--- src/rtl/imm_extend_pipe.sv ---
// LEGv8 immediate generator: extracts the immediate field, extends it to DATA_W bits and shifts it.
// Two-stage valid/ready pipeline with synchronous flush.
module imm_extend_pipe #(
    parameter int DATA_W   = 64,
    parameter bit D_SIGNED = 1'b1
) (
    input  logic              clk,
    input  logic              rst_n,
    input  logic              flush,
    input  logic              in_valid,
    output logic              in_ready,
    input  logic [31:0]       instr,
    input  logic [2:0]        fmt,
    output logic              out_valid,
    input  logic              out_ready,
    output logic [DATA_W-1:0] imm,
    output logic              err
);

    typedef enum logic [2:0] {
        FMT_D     = 3'd0,
        FMT_I     = 3'd1,
        FMT_B     = 3'd2,
        FMT_CB    = 3'd3,
        FMT_IW    = 3'd4,
        FMT_SHAMT = 3'd5
    } fmt_e;

    logic              s1_valid_q, s2_valid_q;
    logic [25:0]       raw_q, raw_d;
    logic [2:0]        fmt_q;
    logic [1:0]        hw_q;
    logic [DATA_W-1:0] imm_q, imm_d;
    logic              err_q, err_d;
    logic [63:0]       ext_full;
    logic              s1_load, s2_load;
    logic              unused_instr;

    assign s2_load  = !s2_valid_q || out_ready;
    assign s1_load  = !s1_valid_q || s2_load;
    assign in_ready = s1_load && !flush;

    assign out_valid = s2_valid_q;
    assign imm       = imm_q;
    assign err       = err_q;

    assign unused_instr = ^instr[31:26];

    // Stage 1 keeps only the raw field, right-aligned and zero-padded.
    always_comb begin
        raw_d = '0;
        case (fmt)
            FMT_D:     raw_d = {17'b0, instr[20:12]};
            FMT_I:     raw_d = {14'b0, instr[21:10]};
            FMT_B:     raw_d = instr[25:0];
            FMT_CB:    raw_d = {7'b0, instr[23:5]};
            FMT_IW:    raw_d = {10'b0, instr[20:5]};
            FMT_SHAMT: raw_d = {20'b0, instr[15:10]};
            default:   raw_d = '0;
        endcase
    end

    // Built at 64 bits and truncated; identical to extending to DATA_W then shifting.
    always_comb begin
        ext_full = '0;
        err_d    = 1'b0;
        case (fmt_q)
            FMT_D:  ext_full = D_SIGNED ? {{55{raw_q[8]}}, raw_q[8:0]} : {55'b0, raw_q[8:0]};
            FMT_I:  ext_full = {52'b0, raw_q[11:0]};
            FMT_B:  ext_full = {{36{raw_q[25]}}, raw_q[25:0], 2'b00};
            FMT_CB: ext_full = {{43{raw_q[18]}}, raw_q[18:0], 2'b00};
            FMT_IW: begin
                if (DATA_W == 32 && hw_q[1]) begin
                    err_d = 1'b1;
                end else begin
                    ext_full = {48'b0, raw_q[15:0]} << {hw_q, 4'b0000};
                end
            end
            FMT_SHAMT: begin
                if (DATA_W == 32 && raw_q[5]) begin
                    err_d = 1'b1;
                end else begin
                    ext_full = {58'b0, raw_q[5:0]};
                end
            end
            default: err_d = 1'b1;
        endcase
        imm_d = ext_full[DATA_W-1:0];
    end

    always_ff @(posedge clk or negedge rst_n) begin
        if (!rst_n) begin
            s1_valid_q <= 1'b0;
            s2_valid_q <= 1'b0;
            raw_q      <= '0;
            fmt_q      <= '0;
            hw_q       <= '0;
            imm_q      <= '0;
            err_q      <= 1'b0;
        end else if (flush) begin
            s1_valid_q <= 1'b0;
            s2_valid_q <= 1'b0;
        end else begin
            if (s2_load) begin
                s2_valid_q <= s1_valid_q;
                if (s1_valid_q) begin
                    imm_q <= imm_d;
                    err_q <= err_d;
                end
            end
            if (s1_load) begin
                s1_valid_q <= in_valid;
                if (in_valid) begin
                    raw_q <= raw_d;
                    fmt_q <= fmt;
                    hw_q  <= instr[22:21];
                end
            end
        end
    end

endmodule
--- config.mk ---
export PLATFORM = sky130hd
export DESIGN_NAME = imm_extend_pipe
export DESIGN_NICKNAME = d
export VERILOG_FILES = /design/src/rtl/imm_extend_pipe.sv
export SDC_FILE = /design/constraint.sdc
export NUM_CORES = 1
export LEC_CHECK = 0
export CORE_UTILIZATION = 45
export DETAILED_ROUTE_END_ITERATION = 16
export PLACE_DENSITY_LB_ADDON = 0.25
export SLEW_MARGIN = 20
export SYNTH_ARGS = -nofsm -noshare
export SYNTH_HDL_FRONTEND = slang
export SYNTH_SLANG_ARGS = --single-unit
--- constraint.sdc ---
create_clock -name clk -period 1.8 [get_ports clk]
set_input_delay 0.36 -clock clk [delete_from_list [all_inputs] [get_ports clk]]
set_output_delay 0.36 -clock clk [all_outputs]
set_load 0.01 [all_outputs]
==> results.md <==
* Sequential power share at 47.5%
* Initial antenna violation count at 0
* Crit start category: register
* RSZ-0062 raised after global routing: false
* Final Instance Area at 6590 µm²
* Ports at 107
* Setup TNS at 0 ps
* Pint at 3.97 mW
* Final Hold Violating Endpoints at 0
* Comb pwr share at 26.1%
* Grt total ovfl at 0
* Pre-Repair DR Iteration Count at 5
* Final Skew at 16.7 ps
* Fin crit period at 1710 ps
* Met2 GRT Util at 40.1%
* Routed wire length at 13500 µm
* # clock sinks at 98
* Max Root-Sink Buffers at 2
* Post-synth EDFFs at 0
* HP Class: in2async
* Netlist cell types at 50
* H-tree levels at 3
* GRT met1 Usage at 33.4%
* CTS root buf: clkbuf_8
* Clock Power Share at 26.4%
* Yosys warning count at 0
* Vias at 4360
* Initial DRC Count at 284
* P&R area growth vs syn at 33.4%
* Status: finished, final reports clean
* Setup WS pre-CTS at -276 ps
* Post-route ant nets at 0
* # setup viols final at 0
* Max Freq at 585 MHz
* Core Rows at 37
* Core area at 10500 µm²
* Final worst path period share at 95.0%
* Global-route wire length before repair at 21800 µm
* Commonest cells post-synth: nand2_1 (109), dfrtp_1 (98), a32oi_1 (36)
* Max_cap viols at 0
* Worst skew pair latency at 370 ps
* GR peak layer: met2
* Ant diodes at 0
* Syn Area/Cell at 9.89 µm²
* DR DRC count at 0
* Final net count at 652
* Worst Setup Slack, final at 89.5 ps
* Die Ht at 107 µm
* Die ar. at 11400 µm²
* Count leader, synth: nand2_1
* Area leader, netlist: dfrtp_1
* Final GP Congestion at 0.840
* Syn nets at 539
* Slew margin rel. at 64.4%
* Met3 usage at 3.89%
* Avg WL per Cell at 17.9 µm
* Async S/R FF share, synth at 100%
* Yosys top cell area share at 49.7%
* Top post-synthesis cells by area: dfrtp_1 (50%), nand2_1 (8.3%), a32oi_1 (6.4%)
* CTS tree: yes
* CTS Buf Count at 9
* Sequential element share of the synthesized area at 49.7%
* Hold Buf Count CTS at 0
* Switching power total at 1.88 mW
* DR vias/cell at 5.79
* Worst-path maximum fanout at 2
* Die Width at 107 µm
* VDD IR max at 0.498 mV
* Mapped Area at 4940 µm²
* Layout cells sized above 1 at 14.3%
* Worst Setup End Kind: output pin
* Largest net degree at the start of global routing at 99
* Clk slew on worst S/H paths at 100 ps
* Flop-to-flop setup slack at 100 ps
* Pwr dens at 889 nW/µm²
* #FFs+latches synth at 98
* PortBufs at 100
* Worst slew pin tran at 534 ps
* Switching Share at 32.2%
* Dpl hpwl at 9370 µm
* Lkg Pwr at 3.00 nW
* Starting Density at 47.2%
* Top FF cell, synth: dfrtp_1
* WS Path Type: reg2out
* Total GRT Usage at 24.7%
* Core Util, Final at 63.0%
* Post-DP Area at 6360 µm²
* Fin. max-slew vios at 0
* Worst EP required at 1440 ps
* Worst endpoint data arrival time at 1350 ps
* Mapped Cells at 499
* Vias in the first global route at 4198
## what timing repair did
item | in CTS | in global routing
gates resized for setup | 3 | 2
setup buffers | 1 | 0
setup endpoints to repair | 1 | 17
gates cloned | 0 | 0
## power groups by stage
stage | Combinational, mW | Clock (mW) | Sequential [mW]
after floorplan | 0.635 | 0 | 2.81
after global placement | 1.49 | 0 | 2.80
after detailed placement | 1.52 | 0 | 2.82
after CTS | 1.53 | 1.57 | 2.77
after global routing | 1.66 | 1.68 | 2.81
final | 1.53 | 1.55 | 2.78
## sequential cells by signal, indices dropped and copies added, names as in the netlist
signal      count
hw_q            2
out_valid       1
s1_valid_q      1
fmt_q           3
imm            64
raw_q          26
err             1
## layout by cell type (no fill, tap or decap), types with 2 or more instances in the layout
cell,n
a211o_1,2
a211oi_1,2
a21boi_0,3
a21oi_1,20
a221oi_1,12
a22oi_1,5
a32o_1,2
a32oi_1,36
and2_1,2
and3_1,2
buf_12,12
buf_4,34
clkbuf_8,9
clkdlybuf4s50_1,98
dfrtp_1,98
inv_1,6
inv_6,2
inv_8,2
mux2_2,2
mux2i_1,27
nand2_1,109
nand2b_1,3
nand3_1,5
nand3b_1,6
nand4_1,2
nor2_1,15
nor2b_1,6
nor3b_1,3
nor4b_4,2
o21ai_0,29
o21ai_1,21
o21ai_2,7
o31ai_1,7
o32a_1,4
## worst max-delay path, cell delays in order, from the launching register on
cell	delay, ps
dfrtp_1	390
buf_4	140
clkdlybuf4s50_1	470
## cell families after synthesis
logic type | synth area share [%]
buffers and inverters | 5.40
DFF | 49.7
muxes | 5.93
AOI/OAI and AO/OA | 22.7
and+or+nand+nor | 16.3
## through the flow
step / instances / power [mW] / hold WS (ps)
floorplan: 499 / 3.45 / 64.4
CTS: 753 / 5.88 / 65.9
global placement: 736 / 4.30 / 454
global route: 753 / 6.15 / 72.7
detailed placement: 736 / 4.34 / 456
finish: 753 / 5.86 / 12.8
## final timing paths
path                       startpoint          to  cells past startpoint
min in group clk            raw_q[19]   raw_q[19]                      2
max reg2reg                s1_valid_q      imm[2]                      5
max                         out_valid   out_valid                      2
min                             rst_n     imm[26]                      2
max in group asynchronous       rst_n  s1_valid_q                      2
min reg2reg                 raw_q[19]   raw_q[19]                      2
## layout make-up
cell class	count	area, µm²
fillers	895	3870
flip-flops and latches	98	2450
inverters	7	26.3
clock buffers	9	124
multi-input cells	351	2240
clock inverters	7	95.1
well taps	136	170
repair buffers	145	1480
## metal layers
layer	up-vias	part of all wire, %
met5	-	0
li1	2057	-
met1	2112	45
met4	0	2.9
met2	159	47
met3	32	5.1
No activity file was read; power rests on OpenSTA's default activity.
